--- config.mk ---
export PLATFORM = sky130hd
export DESIGN_NAME = axi4_lite_rr_arbiter
export DESIGN_NICKNAME = d
export VERILOG_FILES = /design/src/rtl/axi4_lite_rr_arbiter.sv
export SDC_FILE = /design/constraint.sdc
export NUM_CORES = 1
export LEC_CHECK = 0
export CAP_MARGIN = 0
export CORE_AREA = 2 2 178 180
export DETAILED_ROUTE_END_ITERATION = 10
export DIE_AREA = 0 0 180 182
export SKIP_LAST_GASP = 1
export SYNTH_ARGS = -nofsm -noshare
export SYNTH_HDL_FRONTEND = slang
export SYNTH_SLANG_ARGS = --single-unit
--- constraint.sdc ---
create_clock -name aclk -period 2 [get_ports aclk]
set_clock_uncertainty 0.15 [all_clocks]
set_input_delay 0.5 -clock aclk [delete_from_list [all_inputs] [get_ports aclk]]
set_output_delay 0.5 -clock aclk [all_outputs]
set_load 0.03 [all_outputs]
--- src/rtl/axi4_lite_rr_arbiter.sv ---
// -----------------------------------------------------------------------------
// axi4_lite_rr_arbiter
//
// Joins two AXI4-Lite masters onto one AXI4-Lite slave port. The write and
// read channels each run their own three-state arbiter and carry at most one
// transaction at a time. Once a grant is registered, forwarding is purely
// combinational: no buffering and no added latency per beat.
//
// Parameters
//   ADDR_W  address width shared by all three ports
//   DATA_W  data width shared by all three ports (wstrb is DATA_W/8)
//   RR      1 = round-robin between tied requesters, 0 = master 0 wins ties
//
// Ports
//   aclk, aresetn       clock (rising edge), asynchronous active-low reset
//   s_*_i / s_*_o       upstream masters; index [0] and [1] of each bus
//   m_*_o / m_*_i       downstream shared slave
// -----------------------------------------------------------------------------
module axi4_lite_rr_arbiter #(
  parameter int ADDR_W = 32,
  parameter int DATA_W = 32,
  parameter bit RR     = 1'b1
) (
  input  logic                         aclk,
  input  logic                         aresetn,
  // upstream masters
  input  logic [1:0]                   s_awvalid_i,
  output logic [1:0]                   s_awready_o,
  input  logic [1:0][ADDR_W-1:0]       s_awaddr_i,
  input  logic [1:0][2:0]              s_awprot_i,
  input  logic [1:0]                   s_wvalid_i,
  output logic [1:0]                   s_wready_o,
  input  logic [1:0][DATA_W-1:0]       s_wdata_i,
  input  logic [1:0][DATA_W/8-1:0]     s_wstrb_i,
  output logic [1:0]                   s_bvalid_o,
  input  logic [1:0]                   s_bready_i,
  output logic [1:0][1:0]              s_bresp_o,
  input  logic [1:0]                   s_arvalid_i,
  output logic [1:0]                   s_arready_o,
  input  logic [1:0][ADDR_W-1:0]       s_araddr_i,
  input  logic [1:0][2:0]              s_arprot_i,
  output logic [1:0]                   s_rvalid_o,
  input  logic [1:0]                   s_rready_i,
  output logic [1:0][DATA_W-1:0]       s_rdata_o,
  output logic [1:0][1:0]              s_rresp_o,
  // downstream shared slave
  output logic                         m_awvalid_o,
  input  logic                         m_awready_i,
  output logic [ADDR_W-1:0]            m_awaddr_o,
  output logic [2:0]                   m_awprot_o,
  output logic                         m_wvalid_o,
  input  logic                         m_wready_i,
  output logic [DATA_W-1:0]            m_wdata_o,
  output logic [DATA_W/8-1:0]          m_wstrb_o,
  input  logic                         m_bvalid_i,
  output logic                         m_bready_o,
  input  logic [1:0]                   m_bresp_i,
  output logic                         m_arvalid_o,
  input  logic                         m_arready_i,
  output logic [ADDR_W-1:0]            m_araddr_o,
  output logic [2:0]                   m_arprot_o,
  input  logic                         m_rvalid_i,
  output logic                         m_rready_o,
  input  logic [DATA_W-1:0]            m_rdata_i,
  input  logic [1:0]                   m_rresp_i
);

  typedef enum logic [1:0] {WR_IDLE, WR_DATA, WR_RESP} wr_state_e;
  typedef enum logic [1:0] {RD_IDLE, RD_ADDR, RD_RESP} rd_state_e;

  wr_state_e wr_state_q, wr_state_d;
  rd_state_e rd_state_q, rd_state_d;
  logic      wr_gnt_q, wr_gnt_d, wr_pri_q, wr_pri_d;
  logic      aw_done_q, aw_done_d, w_done_q, w_done_d;
  logic      rd_gnt_q, rd_gnt_d, rd_pri_q, rd_pri_d;
  logic      aw_hs, w_hs;

  // A lone requester always wins; on a tie the priority bit names the winner.
  function automatic logic pick(input logic [1:0] req, input logic pri);
    if (req == 2'b11) return pri;
    return req[1];
  endfunction

  // ---- registered arbiter state ----
  always_ff @(posedge aclk or negedge aresetn) begin
    if (!aresetn) begin
      wr_state_q <= WR_IDLE;
      wr_gnt_q   <= 1'b0;
      wr_pri_q   <= 1'b0;
      aw_done_q  <= 1'b0;
      w_done_q   <= 1'b0;
      rd_state_q <= RD_IDLE;
      rd_gnt_q   <= 1'b0;
      rd_pri_q   <= 1'b0;
    end else begin
      wr_state_q <= wr_state_d;
      wr_gnt_q   <= wr_gnt_d;
      wr_pri_q   <= wr_pri_d;
      aw_done_q  <= aw_done_d;
      w_done_q   <= w_done_d;
      rd_state_q <= rd_state_d;
      rd_gnt_q   <= rd_gnt_d;
      rd_pri_q   <= rd_pri_d;
    end
  end

  // ---- write channel: next state and handshake routing ----
  always_comb begin
    wr_state_d  = wr_state_q;
    wr_gnt_d    = wr_gnt_q;
    wr_pri_d    = wr_pri_q;
    aw_done_d   = aw_done_q;
    w_done_d    = w_done_q;
    aw_hs       = 1'b0;
    w_hs        = 1'b0;
    m_awvalid_o = 1'b0;
    m_wvalid_o  = 1'b0;
    m_bready_o  = 1'b0;
    s_awready_o = 2'b00;
    s_wready_o  = 2'b00;
    s_bvalid_o  = 2'b00;
    unique case (wr_state_q)
      WR_IDLE: begin
        if (|s_awvalid_i) begin
          wr_gnt_d   = pick(s_awvalid_i, wr_pri_q);
          aw_done_d  = 1'b0;
          w_done_d   = 1'b0;
          wr_state_d = WR_DATA;
        end
      end
      WR_DATA: begin
        // Once a beat has been accepted its valid is masked so the slave
        // never sees a second AW or W for this transaction.
        m_awvalid_o           = s_awvalid_i[wr_gnt_q] & ~aw_done_q;
        m_wvalid_o            = s_wvalid_i[wr_gnt_q] & ~w_done_q;
        s_awready_o[wr_gnt_q] = m_awready_i & ~aw_done_q;
        s_wready_o[wr_gnt_q]  = m_wready_i & ~w_done_q;
        aw_hs     = s_awvalid_i[wr_gnt_q] & ~aw_done_q & m_awready_i;
        w_hs      = s_wvalid_i[wr_gnt_q] & ~w_done_q & m_wready_i;
        aw_done_d = aw_done_q | aw_hs;
        w_done_d  = w_done_q | w_hs;
        if (aw_done_d && w_done_d) wr_state_d = WR_RESP;
      end
      WR_RESP: begin
        s_bvalid_o[wr_gnt_q] = m_bvalid_i;
        m_bready_o           = s_bready_i[wr_gnt_q];
        if (m_bvalid_i && s_bready_i[wr_gnt_q]) begin
          wr_state_d = WR_IDLE;
          if (RR) wr_pri_d = ~wr_gnt_q;
        end
      end
      default: wr_state_d = WR_IDLE;
    endcase
  end

  // ---- read channel: next state and handshake routing ----
  always_comb begin
    rd_state_d  = rd_state_q;
    rd_gnt_d    = rd_gnt_q;
    rd_pri_d    = rd_pri_q;
    m_arvalid_o = 1'b0;
    m_rready_o  = 1'b0;
    s_arready_o = 2'b00;
    s_rvalid_o  = 2'b00;
    unique case (rd_state_q)
      RD_IDLE: begin
        if (|s_arvalid_i) begin
          rd_gnt_d   = pick(s_arvalid_i, rd_pri_q);
          rd_state_d = RD_ADDR;
        end
      end
      RD_ADDR: begin
        m_arvalid_o           = s_arvalid_i[rd_gnt_q];
        s_arready_o[rd_gnt_q] = m_arready_i;
        if (s_arvalid_i[rd_gnt_q] && m_arready_i) rd_state_d = RD_RESP;
      end
      RD_RESP: begin
        s_rvalid_o[rd_gnt_q] = m_rvalid_i;
        m_rready_o           = s_rready_i[rd_gnt_q];
        if (m_rvalid_i && s_rready_i[rd_gnt_q]) begin
          rd_state_d = RD_IDLE;
          if (RR) rd_pri_d = ~rd_gnt_q;
        end
      end
      default: rd_state_d = RD_IDLE;
    endcase
  end

  // ---- payload muxes (don't-care whenever the matching valid is low) ----
  assign m_awaddr_o = s_awaddr_i[wr_gnt_q];
  assign m_awprot_o = s_awprot_i[wr_gnt_q];
  assign m_wdata_o  = s_wdata_i[wr_gnt_q];
  assign m_wstrb_o  = s_wstrb_i[wr_gnt_q];
  assign m_araddr_o = s_araddr_i[rd_gnt_q];
  assign m_arprot_o = s_arprot_i[rd_gnt_q];
  assign s_bresp_o  = {m_bresp_i, m_bresp_i};
  assign s_rdata_o  = {m_rdata_i, m_rdata_i};
  assign s_rresp_o  = {m_rresp_i, m_rresp_i};

endmodule

[After elaboration in Yosys (flattened, before gate mapping)]
Cells that the tools add are included.
Cells by class
  magnitude comparators: 4
  reductions and logical operators: 18
  mux-type cells: 57
  equal/unequal tests: 12
  bitwise operators: 17
Operator list (number)
  two-way mux 32 bit: 6
  two-way mux 1 bit: 28
  two-way mux 2 bit: 11
  two-way mux 3 bit: 4
  inequality test 2 bit, second input constant: 6
  case mux 2 bit (3 select lines): 2
  bitwise AND 2 bit: 5
  AND reduction 2 bit: 5
  equality test 2 bit, second input constant: 4
  two-way mux 4 bit: 2
  bitwise AND 1 bit: 6
  logical AND 1 bit: 6
  AND reduction 3 bit: 2
  equality test 2 x 1 -> 1 bit, second input constant: 2
  logical NOT 2 bit: 2
  less-than comparator 1 x 2 -> 1 bit, second input constant: 2
  inverter 1 bit: 4
  case mux 1 bit (2 select lines): 2
  OR reduction 2 bit: 2
  demux 1 bit (select 1 bit): 2
  >= comparator 1 bit, second input constant: 2
  OR 1 bit: 2
  nonzero test 2 bit: 1
Storage, ports and cells
  output and inout bits: 193
  register bits after elaboration: 10

[Depth between registers and ports, before layout]
  depth in word-level cells: 8
  gate-level depth with buffers: 6
  depth with buffers taken out: 3

[Least setup slack after synthesis]
Ideal clock, no wire load.
  kind: register to output
  from: register rd_gnt_q
  to: output s_arready_o[1]
  stages on the path, launching flop included: 5
  arrival time: 1737 ps
  setup slack: -387 ps
  path buffers: 2
  cell sequence: dfrtp_1 -> buf_2 -> buf_4 -> inv_1 -> nor4b_1
Between the ends
  longest elaborated chain between the ends: 6
Ends and longest elaborated chain
  from (decl): line 75  | logic rd_gnt_q, rd_gnt_d, rd_pri_q, rd_pri_d;
  from (signal assigned): line 102  | rd_gnt_q <= rd_gnt_d;
  less-than comparator 1 x 2 -> 1 bit (not written as such) / >= comparator 1 bit (equally long branches): line 174  | s_arready_o[rd_gnt_q] = m_arready_i;
  logical AND 1 bit (not written as such): line 174
  two-way mux 1 bit (not written as such): line 174
  demux 1 bit (select 1 bit) (*): line 174
  bitwise AND 2 bit (no source line) (*)
  two-way mux 2 bit (*): line 165  | unique case (rd_state_q)
  to (decl): line 39  | output logic [1:0] s_arready_o,
Mark *: on every way between the ends. The rest lies on a longest branch, timed or not.

[Worst setup path in the final report]
  from: register wr_gnt_q
  to: output m_wstrb_o[1]
Between the ends
  longest elaborated chain between the ends: 2
Ends and longest elaborated chain
  from (decl): line 73  | logic wr_gnt_q, wr_gnt_d, wr_pri_q, wr_pri_d;
  from (signal assigned): line 97  | wr_gnt_q <= wr_gnt_d;
  two-way mux 4 bit (not written as such) (2 in series): line 193  | assign m_wstrb_o = s_wstrb_i[wr_gnt_q];
  to (decl): line 54  | output logic [DATA_W/8-1:0] m_wstrb_o,
No other way between the ends. The select of a mux whose other input is x is not followed.

==> impl_metrics.json <==
{
  "fp.dieH_um": 182,
  "yosys_most_used_dff": "dfrtp_1",
  "core_um2": 31000,
  "critPathKind": "register to output port",
  "syn_avg_cell_area_um2": 9.25,
  "path_cells": "buf_12 -> buf_12 -> mux2_2 -> buf_4",
  "pwr-share-comb_pct": 89.0,
  "rr_endpoint": "rd_state_q[1]",
  "pin_count": 458,
  "p_seq_share_pct": 5.7,
  "status": "complete, but fails checks",
  "postRouteAntennaNets": 0,
  "route.detailed.drc": 0,
  "initial_core_util_pct": 8.03,
  "layout_setup_ws_ns": -0.198,
  "viasPerCell": 3.28,
  "rows": 65,
  "ys_ff_latch": 10,
  "period_needed_ns": 2.20,
  "powerDensity_nw_per_um2": 1150,
  "final_nets": 855,
  "fmax_ghz": 0.455,
  "holdCritPathClass": "register to register",
  "clockBufferDepth": 2,
  "cts_tree": "built",
  "drv_slew": 0,
  "violations": "negative setup slack",
  "switching_share_pct": 45.4,
  "hold_viol_final": 0,
  "setup_viol": 115,
  "synth_top_area_share_pct": 48.0,
  "vdd.ir_drop.worst_uv": 537,
  "worstHoldStart": "wr_pri_q",
  "max_cap_viol_count": 0,
  "crit-reg2reg-launch": "rd_gnt_q",
  "synth_edf_count": 0,
  "cts_max_level": 1,
  "maxSlewHeadroom_pct": 80.2,
  "p_leak_nw": 2.75,
  "first_iter_violations": 47,
  "die_w_um": 180,
  "hold_depth": 2,
  "r2r_slack_ns": 0.07,
  "worst-path-max-fanout": 18,
  "dp.cells": 967,
  "io_buffers": 349,
  "hold_buffers": 0,
  "arrival_ns": 1.55,
  "rsz0062_at_grt": "yes",
  "syn-instance-count": 269,
  "ys_types": 27,
  "worst-slew-pin-transition_ns": 0.297,
  "wirelength_mm": 13.8,
  "synth_common_cells": "mux2_2 (106), buf_4 (73), nor2_1 (15)",
  "start_kind": "register",
  "synth.most_common_cell": "mux2_2",
  "ys_seq_area_share_pct": 10.1,
  "grt_first_pass_wirelength_mm": 18.7,
  "yosys_warnings": 0,
  "gp_congestion": 0.715,
  "grt_pass1_vias": 3472,
  "yosys.area.top_type": "mux2_2",
  "wl_per_cell_um": 13.9,
  "final_util_pct": 21.7,
  "clkTransAtPathRegs_ns": 0.04,
  "p_switching_w": 0.00349,
  "synth_area_um2": 2490,
  "antenna_found_initial": 1,
  "root_buffer": "clkbuf_16",
  "vias": 3255,
  "async_flop_share_pct": 100,
  "drive_gt1_share_pct": 53.7,
  "slowest_stage": "dfrtp_4",
  "hold-path-endpoint": "wr_pri_q",
  "finalCritPeriodShare_pct": 110,
  "synth_area_leaders": "mux2_2 (48%), buf_4 (22%), dfrtp_1 (10%)",
  "p_int_w": 0.00419,
  "numCtsBuffers": 3,
  "dpl.hpwl_mm": 11.4,
  "cp.required_ns": 1.35,
  "cpPeakStageDelay_ns": 0.45,
  "grtUsageTotal_pct": 7.29,
  "synth_nets": 534,
  "crit_top_cell": "buf_12",
  "overflow": 0,
  "insertion_delay_ns": 0.24,
  "cts_sinks": 10,
  "grt_max_degree": 31,
  "drt-pass1-iter-count": 4,
  "cp-end-kind": "output port",
  "rr_worst_depth": 10,
  "syn2layout_area_growth_pct": 170,
  "final_cells": 992,
  "pwr-share-clk_pct": 5.3,
  "design.die.area_um2": 32800
}
[kinds of logic (layout without fill, tap and decap cells)]
kind of cell    count (synthesis)  in the layout  synth area share, %
mux                           111            111                 50.6
buf+inv                        93            413                 27.3
compound gates                 20             20                 5.18
flops                          10             10                 10.1
simple gates                   35             35                 6.84
other cells                     0              1                    0
[worst max path at each step]
stage / depth (start not counted) / start / to
after floorplan: 3 / wr_state_q[1] / m_awvalid_o
after global placement: 4 / s_awvalid_i[1] / m_awvalid_o
after detailed placement: 4 / s_awvalid_i[0] / m_awvalid_o
after CTS: 5 / wr_gnt_q / m_bready_o
after global routing: 4 / wr_gnt_q / m_wstrb_o[1]
final: 4 / wr_gnt_q / m_wstrb_o[1]
[metal layers]
metal	global-route usage (%)	share of wire [%]
met1	7.04	33
met2	14.1	54
met3	2.87	10
met4	2.28	2.4
met5	0	0
[power by group through the flow]
stage / registers [W] / logic, W / clock network [W]
after CTS: 0.000455 / 0.00627 / 0.000431
final: 0.000434 / 0.00684 / 0.000410
after detailed placement: 0.000438 / 0.00568 / 0
after floorplan: 0.000338 / 0.00370 / 0
after global placement: 0.000441 / 0.00569 / 0
after global routing: 0.000444 / 0.00719 / 0.000445
[critical path: cells and delay by family, from the launching register on]
family   cells  cell delay (ns)
mux          1             0.35
buf+inv      3             0.49
flops        1             0.45
[area by class of cell]
class / instances / area [um^2]
Fill cell: 3377 / 24300
Timing Repair Buffer: 404 / 4090
Multi-Input combinational cell: 166 / 1740
Tap cell: 402 / 503
Sequential cell: 10 / 258
Clock buffer: 4 / 88.8
Inverter: 5 / 28.8
Antenna cell: 1 / 2.50
[through the flow]
step / TNS, ns / total power, W / setup slack, ns / instance area [um^2] / hold slack (ns)
after floorplan: -0.154 / 0.00404 / -0.0772 / 2500 / 0.0544
after global placement: -3.03 / 0.00613 / -0.310 / 5960 / 0.350
after detailed placement: -3.17 / 0.00612 / -0.286 / 5960 / 0.351
after CTS: -16.45 / 0.00716 / -0.229 / 6380 / 0.361
after global routing: -19.23 / 0.00808 / -0.259 / 6710 / 0.428
final: -13.97 / 0.00768 / -0.198 / 6710 / 0.361
[placed cells by master, fill, tap and decap left out, types with 2 or more instances in the layout]
| cell | netlist | layout |
|---|---|---|
| nand2_4 | 0 | 2 |
| a21oi_2 | 2 | 2 |
| a21oi_1 | 5 | 5 |
| nor3b_4 | 0 | 3 |
| dlygate4sd2_1 | 0 | 8 |
| nand2_2 | 0 | 2 |
| o21ai_0 | 5 | 5 |
| mux2_2 | 106 | 95 |
| nor4b_4 | 0 | 2 |
| nand3b_1 | 2 | 2 |
| nor2_1 | 15 | 8 |
| buf_12 | 0 | 17 |
| dfrtp_1 | 10 | 6 |
| clkdlybuf4s50_1 | 0 | 218 |
| clkbuf_16 | 0 | 6 |
| inv_1 | 5 | 2 |
| dfrtp_2 | 0 | 3 |
| buf_6 | 6 | 58 |
| inv_4 | 0 | 2 |
| buf_8 | 0 | 2 |
| a31oi_1 | 2 | 2 |
| mux2_4 | 3 | 14 |
| nor2_4 | 0 | 4 |
| nor2_2 | 0 | 3 |
| nor2b_1 | 2 | 2 |
| buf_4 | 73 | 96 |
| nand2_1 | 8 | 4 |
[what timing repair did]
action | CTS | global route
gates resized for setup | 66 | 60
pin swaps | 12 | 4
buffers inserted | 12 | 5
cloned | 1 | 4
endpoints found under the setup margin | 121 | 121
[flip-flops by register name (all words and copies together), names as in the netlist]
register and count:
wr_gnt_q 1, rd_state_q 2, aw_done_q 1, wr_pri_q 1, rd_pri_q 1, rd_gnt_q 1
w_done_q 1, wr_state_q 2
(Power assumes the default switching activity.)
